## src/rtl/mips_ctrl_pkg.sv

```systemverilog
// rtl/mips_ctrl_pkg.sv - shared states, opcodes, functs and encodings for the multicycle MIPS controller
package mips_ctrl_pkg;

  typedef enum logic [3:0] {
    S_FETCH,
    S_DECODE,
    S_MEMADR,
    S_MEMRD,
    S_MEMWB,
    S_MEMWR,
    S_EXEC,
    S_ALUWB,
    S_BRANCH,
    S_ADDIEX,
    S_ADDIWB,
    S_JUMP,
    S_JAL,
    S_TRAP
  } state_e;

  typedef enum logic [1:0] {
    ALUOP_ADD,
    ALUOP_SUB,
    ALUOP_FUNCT
  } aluop_e;

  localparam logic [5:0] OP_RTYPE = 6'h00;
  localparam logic [5:0] OP_J     = 6'h02;
  localparam logic [5:0] OP_JAL   = 6'h03;
  localparam logic [5:0] OP_BEQ   = 6'h04;
  localparam logic [5:0] OP_BNE   = 6'h05;
  localparam logic [5:0] OP_ADDI  = 6'h08;
  localparam logic [5:0] OP_LW    = 6'h23;
  localparam logic [5:0] OP_SW    = 6'h2B;

  localparam logic [5:0] FN_ADD = 6'h20;
  localparam logic [5:0] FN_SUB = 6'h22;
  localparam logic [5:0] FN_AND = 6'h24;
  localparam logic [5:0] FN_OR  = 6'h25;
  localparam logic [5:0] FN_XOR = 6'h26;
  localparam logic [5:0] FN_NOR = 6'h27;
  localparam logic [5:0] FN_SLT = 6'h2A;

  localparam logic [3:0] ALU_AND = 4'b0000;
  localparam logic [3:0] ALU_OR  = 4'b0001;
  localparam logic [3:0] ALU_ADD = 4'b0010;
  localparam logic [3:0] ALU_XOR = 4'b0011;
  localparam logic [3:0] ALU_SUB = 4'b0110;
  localparam logic [3:0] ALU_SLT = 4'b0111;
  localparam logic [3:0] ALU_NOR = 4'b1100;

  localparam logic [1:0] SRCB_REG    = 2'd0;
  localparam logic [1:0] SRCB_FOUR   = 2'd1;
  localparam logic [1:0] SRCB_IMM    = 2'd2;
  localparam logic [1:0] SRCB_IMM_SH = 2'd3;

  localparam logic [1:0] PC_ALU    = 2'd0;
  localparam logic [1:0] PC_ALUOUT = 2'd1;
  localparam logic [1:0] PC_JUMP   = 2'd2;

  localparam logic [1:0] DST_RT = 2'd0;
  localparam logic [1:0] DST_RD = 2'd1;
  localparam logic [1:0] DST_RA = 2'd2;

  localparam logic [1:0] WB_ALUOUT = 2'd0;
  localparam logic [1:0] WB_DATA   = 2'd1;
  localparam logic [1:0] WB_PC     = 2'd2;

  // States whose exit to FETCH completes an instruction.
  function automatic logic is_retire_state(input state_e s);
    case (s)
      S_MEMWB, S_MEMWR, S_ALUWB, S_BRANCH, S_ADDIWB, S_JUMP, S_JAL: return 1'b1;
      default: return 1'b0;
    endcase
  endfunction

endpackage

```

## src/rtl/mips_alu_decoder.sv

```systemverilog
// rtl/mips_alu_decoder.sv - maps ALU operation class and R-type funct to an ALU control code
module mips_alu_decoder
  import mips_ctrl_pkg::*;
(
  input  aluop_e     alu_op_i,
  input  logic [5:0] funct_i,
  output logic [3:0] alu_ctrl_o,
  output logic       funct_illegal_o
);

  always_comb begin
    alu_ctrl_o      = ALU_ADD;
    funct_illegal_o = 1'b0;
    case (alu_op_i)
      ALUOP_SUB: alu_ctrl_o = ALU_SUB;
      ALUOP_FUNCT: begin
        case (funct_i)
          FN_ADD:  alu_ctrl_o = ALU_ADD;
          FN_SUB:  alu_ctrl_o = ALU_SUB;
          FN_AND:  alu_ctrl_o = ALU_AND;
          FN_OR:   alu_ctrl_o = ALU_OR;
          FN_XOR:  alu_ctrl_o = ALU_XOR;
          FN_NOR:  alu_ctrl_o = ALU_NOR;
          FN_SLT:  alu_ctrl_o = ALU_SLT;
          default: funct_illegal_o = 1'b1;
        endcase
      end
      default: alu_ctrl_o = ALU_ADD;
    endcase
  end

endmodule

```

## src/rtl/mips_mc_controller.sv

```systemverilog
// rtl/mips_mc_controller.sv - multicycle MIPS control FSM with memory wait states, trap and retire counter
// MIPS_CTRL_JAL_EN enables the jal instruction; without it opcode 0x03 traps.
module mips_mc_controller
  import mips_ctrl_pkg::*;
#(
  parameter int ALU_OP_W = 4,
  parameter int CNT_W    = 32
) (
  input  logic                clk,
  input  logic                rst,
  input  logic [5:0]          OpCode,
  input  logic [5:0]          Funct,
  input  logic                Zero,
  input  logic                mem_ready,
  output logic                mem_req,
  output logic                MemWrite,
  output logic                IorD,
  output logic                IRWrite,
  output logic                ALUSrcA,
  output logic                RegWrite,
  output logic                PCWrite,
  output logic                Branch,
  output logic                BranchNe,
  output logic [1:0]          RegDst,
  output logic [1:0]          MemtoReg,
  output logic [1:0]          ALUSrcB,
  output logic [1:0]          PCSrc,
  output logic [ALU_OP_W-1:0] ALUControl,
  output logic                PCEn,
  output logic                illegal,
  output logic [CNT_W-1:0]    instr_count
);

  state_e           state_q, state_d;
  logic             illegal_q, illegal_d;
  logic [CNT_W-1:0] cnt_q, cnt_d;
  aluop_e           alu_op;
  logic [3:0]       alu_ctrl;
  logic             funct_illegal;

  always_ff @(posedge clk) begin
    if (rst) begin
      state_q   <= S_FETCH;
      illegal_q <= 1'b0;
      cnt_q     <= '0;
    end else begin
      state_q   <= state_d;
      illegal_q <= illegal_d;
      cnt_q     <= cnt_d;
    end
  end

  always_comb begin
    alu_op = ALUOP_ADD;
    case (state_q)
      S_BRANCH: alu_op = ALUOP_SUB;
      S_EXEC:   alu_op = ALUOP_FUNCT;
      default:  alu_op = ALUOP_ADD;
    endcase
  end

  mips_alu_decoder u_alu_dec (
    .alu_op_i        (alu_op),
    .funct_i         (Funct),
    .alu_ctrl_o      (alu_ctrl),
    .funct_illegal_o (funct_illegal)
  );

  // Reset gates every output so nothing is strobed in the reset cycle, even mid-access.
  always_comb begin
    state_d  = state_q;
    mem_req  = 1'b0;
    MemWrite = 1'b0;
    IorD     = 1'b0;
    IRWrite  = 1'b0;
    ALUSrcA  = 1'b0;
    RegWrite = 1'b0;
    PCWrite  = 1'b0;
    Branch   = 1'b0;
    BranchNe = 1'b0;
    RegDst   = DST_RT;
    MemtoReg = WB_ALUOUT;
    ALUSrcB  = SRCB_REG;
    PCSrc    = PC_ALU;
    if (!rst) begin
      case (state_q)
        S_FETCH: begin
          mem_req = 1'b1;
          ALUSrcB = SRCB_FOUR;
          if (mem_ready) begin
            IRWrite = 1'b1;
            PCWrite = 1'b1;
            state_d = S_DECODE;
          end
        end
        S_DECODE: begin
          ALUSrcB = SRCB_IMM_SH;
          case (OpCode)
            OP_LW, OP_SW:   state_d = S_MEMADR;
            OP_RTYPE:       state_d = S_EXEC;
            OP_BEQ, OP_BNE: state_d = S_BRANCH;
            OP_ADDI:        state_d = S_ADDIEX;
            OP_J:           state_d = S_JUMP;
`ifdef MIPS_CTRL_JAL_EN
            OP_JAL:         state_d = S_JAL;
`else
            OP_JAL:         state_d = S_TRAP;
`endif
            default:        state_d = S_TRAP;
          endcase
        end
        S_MEMADR: begin
          ALUSrcA = 1'b1;
          ALUSrcB = SRCB_IMM;
          state_d = (OpCode == OP_SW) ? S_MEMWR : S_MEMRD;
        end
        S_MEMRD: begin
          mem_req = 1'b1;
          IorD    = 1'b1;
          if (mem_ready) state_d = S_MEMWB;
        end
        S_MEMWB: begin
          RegDst   = DST_RT;
          MemtoReg = WB_DATA;
          RegWrite = 1'b1;
          state_d  = S_FETCH;
        end
        S_MEMWR: begin
          mem_req  = 1'b1;
          MemWrite = 1'b1;
          IorD     = 1'b1;
          if (mem_ready) state_d = S_FETCH;
        end
        S_EXEC: begin
          ALUSrcA = 1'b1;
          ALUSrcB = SRCB_REG;
          state_d = funct_illegal ? S_TRAP : S_ALUWB;
        end
        S_ALUWB: begin
          RegDst   = DST_RD;
          MemtoReg = WB_ALUOUT;
          RegWrite = 1'b1;
          state_d  = S_FETCH;
        end
        S_BRANCH: begin
          ALUSrcA  = 1'b1;
          ALUSrcB  = SRCB_REG;
          PCSrc    = PC_ALUOUT;
          Branch   = (OpCode == OP_BEQ);
          BranchNe = (OpCode == OP_BNE);
          state_d  = S_FETCH;
        end
        S_ADDIEX: begin
          ALUSrcA = 1'b1;
          ALUSrcB = SRCB_IMM;
          state_d = S_ADDIWB;
        end
        S_ADDIWB: begin
          RegDst   = DST_RT;
          MemtoReg = WB_ALUOUT;
          RegWrite = 1'b1;
          state_d  = S_FETCH;
        end
        S_JUMP: begin
          PCSrc   = PC_JUMP;
          PCWrite = 1'b1;
          state_d = S_FETCH;
        end
`ifdef MIPS_CTRL_JAL_EN
        S_JAL: begin
          RegDst   = DST_RA;
          MemtoReg = WB_PC;
          RegWrite = 1'b1;
          PCSrc    = PC_JUMP;
          PCWrite  = 1'b1;
          state_d  = S_FETCH;
        end
`else
        S_JAL:   state_d = S_TRAP;
`endif
        S_TRAP:  state_d = S_TRAP;
        default: state_d = S_TRAP;
      endcase
    end
  end

  assign illegal_d   = illegal_q | (state_d == S_TRAP);
  assign cnt_d       = (is_retire_state(state_q) && (state_d == S_FETCH)) ? cnt_q + CNT_W'(1) : cnt_q;
  assign ALUControl  = rst ? '0 : ALU_OP_W'(alu_ctrl);
  assign PCEn        = PCWrite | (Branch & Zero) | (BranchNe & ~Zero);
  assign illegal     = illegal_q;
  assign instr_count = cnt_q;

endmodule

```

## config.mk

```make
export PLATFORM = sky130hd
export DESIGN_NAME = mips_mc_controller
export DESIGN_NICKNAME = d
export VERILOG_FILES = /design/src/rtl/mips_ctrl_pkg.sv /design/src/rtl/mips_alu_decoder.sv /design/src/rtl/mips_mc_controller.sv
export SDC_FILE = /design/constraint.sdc
export NUM_CORES = 1
export LEC_CHECK = 0
export ABC_AREA = 0
export BUFFER_PORTS_ARGS = -buffer_cell sky130_fd_sc_hd__buf_2
export CAP_MARGIN = 40
export CORE_UTILIZATION = 46
export CTS_CLUSTER_DIAMETER = 120
export DETAILED_ROUTE_END_ITERATION = 12
export PLACE_DENSITY = 0.75
export SLEW_MARGIN = 20
export SYNTH_ARGS = -nofsm -noshare
export SYNTH_HDL_FRONTEND = slang
export SYNTH_SLANG_ARGS = --single-unit
```

## constraint.sdc

```tcl
create_clock -name clk -period 1.8 [get_ports clk]
set_clock_uncertainty 0.15 [all_clocks]
set_input_delay 0.27 -clock clk [delete_from_list [all_inputs] [get_ports clk]]
set_output_delay 0.27 -clock clk [all_outputs]
set_load 0.005 [all_outputs]
```

==> flow_summary_export.csv <==
group,metric,value,unit
power,power,0.00391,W
finish,fillers,278,
sta,post-route-worst-setup-slack,-0.376,ns
grt,grt_use_met3,4.56,%
sta,grt_setup_unrepaired,"yes",
sta,relSlewSlack,67.1,%
critical_path,cp_common_cell,"nor2_4",
power,max-vdd-ir-drop,0.000824,V
power,power_density,991,mW/mm^2
placed_design,place_area,0.00319,mm^2
power,leakage,1.79,nW
detailed_routing,first_pass_iters,5,
finish,finish.utilization,82.4,%
synthesis,synth_ff_type,"dfxtp_1",
grt,grt_pass1_wl,11.3,mm
min_path,hp-class,"reg -> reg",
detailed_routing,wire_per_inst,17.5,um
placed_design,io_buffers,68,
grt,grt_busiest_layer,"met2",
critical_path,r2r_cells,10,
clocking,cts_sinks,37,
finish,syn2layout_area_growth,70.6,%
finish,final_cell_mix,"buf_4 (65), buf_2 (64), nor2_1 (40)",
synthesis,synth_edf_count,0,
critical_path,crit_path_start_kind,"flip-flop",
critical_path,max_stage_delay,0.34,ns
sta,finalCritPeriodShare,121,%
sta,tightest_slew,0.487,ns
finish,drive_gt1_share,51.9,%
clocking,htree_num_levels,2,
synthesis,syn_inst,305,
critical_path,r2r_setup_slack,-0.33,ns
detailed_routing,vias,2940,
floorplanning,die_h,72.9,um
status,status,"complete, but fails checks",
floorplanning,core,0.00479,mm^2
placed_design,gp_congestion,0.895,
grt,grt_max_degree,22,
floorplanning,die_area,0.00531,mm^2
finish,final_common_cell,"buf_4",
clocking,clk_pin_slew,0.07,ns
grt,overflow,0,
critical_path,cp_slowest_cell,"dfxtp_2",
clocking,root_buffer,"clkbuf_8",
sta,fin_crit,2.18,ns
grt,antenna_found_initial,0,
clocking,cts_buffers,5,
placed_design,pre_cts_slack,-0.215,ns
critical_path,crit_chain,"buf_6 -> nor2_4 -> nand2_4 -> ha_4 -> nor2_4 -> nand3_4 -> o31ai_2 -> buf_2",
floorplanning,initial_core_util,48.3,%
clocking,cts_tree,"yes",
synthesis,yosys_warnings,0,
sta,final_hold_viol_count,0,
sta,drv_slew,0,
grt,grt_use_met1,33.8,%
critical_path,startpoint,"state_q[2]",
finish,num_antenna_cells,0,
floorplanning,die_w,72.9,um
finish,finalInstanceArea,0.00395,mm^2
critical_path,path_max_fanout,3,
synthesis,syn-cell-area,0.00231,mm^2
critical_path,cp_data_required_time,1.38,ns
synthesis,synthArstFlopShare,0,%
flow_run,drv_cap,0,
sta,setup_viol,50,
synthesis,synth_seq_cells,37,
sta,final.setup.tns,-11.38,ns
clocking,clk_latency,0.30,ns
critical_path,worstSetupPathType,"reg -> out",
critical_path,crit_path_end_kind,"output port",
synthesis,synth.avg_cell_area,7.58,um^2
grt,grt_usage,27.5,%
synthesis,yosysSeqAreaShare,32.0,%
placed_design,post-dp-hpwl,4.86,mm
synthesis,synthDistinctLibCells,48,
detailed_routing,via_per_inst,5.68,
finish,nets,470,
detailed_routing,wl,9.08,mm
grt,grtUsageMet2,46.2,%
critical_path,r2r_end,"instr_count[10]",
critical_path,reg2reg_from,"state_q[0]",
detailed_routing,drt_iter0_markers,231,
detailed_routing,drc,0,
grt,grt_pass1_vias,2487,
clocking,cts.path.max_buffers,2,
floorplanning,rows,25,
floorplanning,ioPinCount,71,
detailed_routing,ant_nets,0,
critical_path,crit_end,"ALUControl[2]",
critical_path,critPathArrivalTime,1.76,ns
sta,fmax,460,MHz
status,violations,"setup timing",
critical path: cells and delay by family (launching register included):
| kind | cells | cell delay, ns |
|---|---|---|
| compound gates | 1 | 0.17 |
| fa+ha+maj | 1 | 0.24 |
| buf+inv | 2 | 0.26 |
| flops | 1 | 0.34 |
| simple gates | 4 | 0.45 |
per-layer routing:
layer	share of wire, %	vias up
met4	3.7	0
met5	0	-
li1	-	1351
met3	5.8	33
met1	39	1408
met2	52	148
how the worst min path moves through the flow:
stage	startpoint	to	cells after the start
after floorplan	illegal	illegal	2
after global placement	illegal	illegal	2
final	illegal	illegal	2
after global routing	illegal	illegal	2
after detailed placement	illegal	illegal	2
after CTS	OpCode[4]	state_q[2]	5
kinds of logic (layout without fill, tap and decap cells):
family | after synthesis | in the layout | synth area share (%)
AO/OA/AOI/OAI | 47 | 47 | 12.3
XOR/XNOR | 35 | 35 | 13.3
adder cells (fa/ha/maj) | 3 | 3 | 1.62
buffers and inverters | 28 | 173 | 5.25
flip-flops | 37 | 37 | 32.0
multiplexers | 1 | 1 | 0.433
other | 1 | 2 | 0.162
AND/OR/NAND/NOR | 153 | 153 | 34.9
final cells by class:
class / instances / area, um^2 / area share [%]
inverters: 12 / 47.5 / 1.21
clock buffers: 7 / 86.3 / 2.19
repair buffers: 154 / 1100 / 27.9
flip-flops and latches: 37 / 753 / 19.1
well taps: 67 / 83.8 / 2.12
multi-input cells: 241 / 1870 / 47.5
registers in the layout, indices dropped and copies added (netlist names):
| name | flops |
|---|---|
| instr_count | 32 |
| state_q | 4 |
| illegal | 1 |
metrics by stage:
step	hold WS, ns	std cells
2_1_floorplan	0.292	306
3_3_place_gp	0.288	488
3_5_place_dp	0.294	488
4_1_cts	0.291	503
5_1_grt	0.354	518
6_report	0.318	518
cell usage after synthesis, types with 7 or more instances:
master / instances / share of area, %
and4_1: 7 / 2.7
nand4_1: 9 / 2.4
xnor2_1: 10 / 3.8
clkbuf_1: 8 / 1.3
a21oi_1: 14 / 3.0
xor2_1: 25 / 9.5
and3_1: 12 / 3.2
inv_1: 10 / 1.6
nor3_1: 9 / 1.9
dfxtp_1: 37 / 32
nor2_1: 51 / 8.3
o21ai_0: 14 / 3.0
nand3_1: 18 / 3.9
nand2_1: 18 / 2.9
timing repair:
item / 4_1_cts / 5_1_grt
endpoints found under the setup margin: 44 / 53
cloned: 1 / 0
resized for setup: 46 / 69
setup buffers: 7 / 18
hold buffers: 0 / 0
pin swaps: 14 / 39
where the power goes:
part	leakage [nW]	total [W]	internal, W	switching [W]
Combinational	1.44	0.00235	0.00119	0.00116
Sequential	0.301	0.000961	0.000883	0.0000787
Clock	0.0443	0.000602	0.000304	0.000298
(Power assumes the default switching activity.)
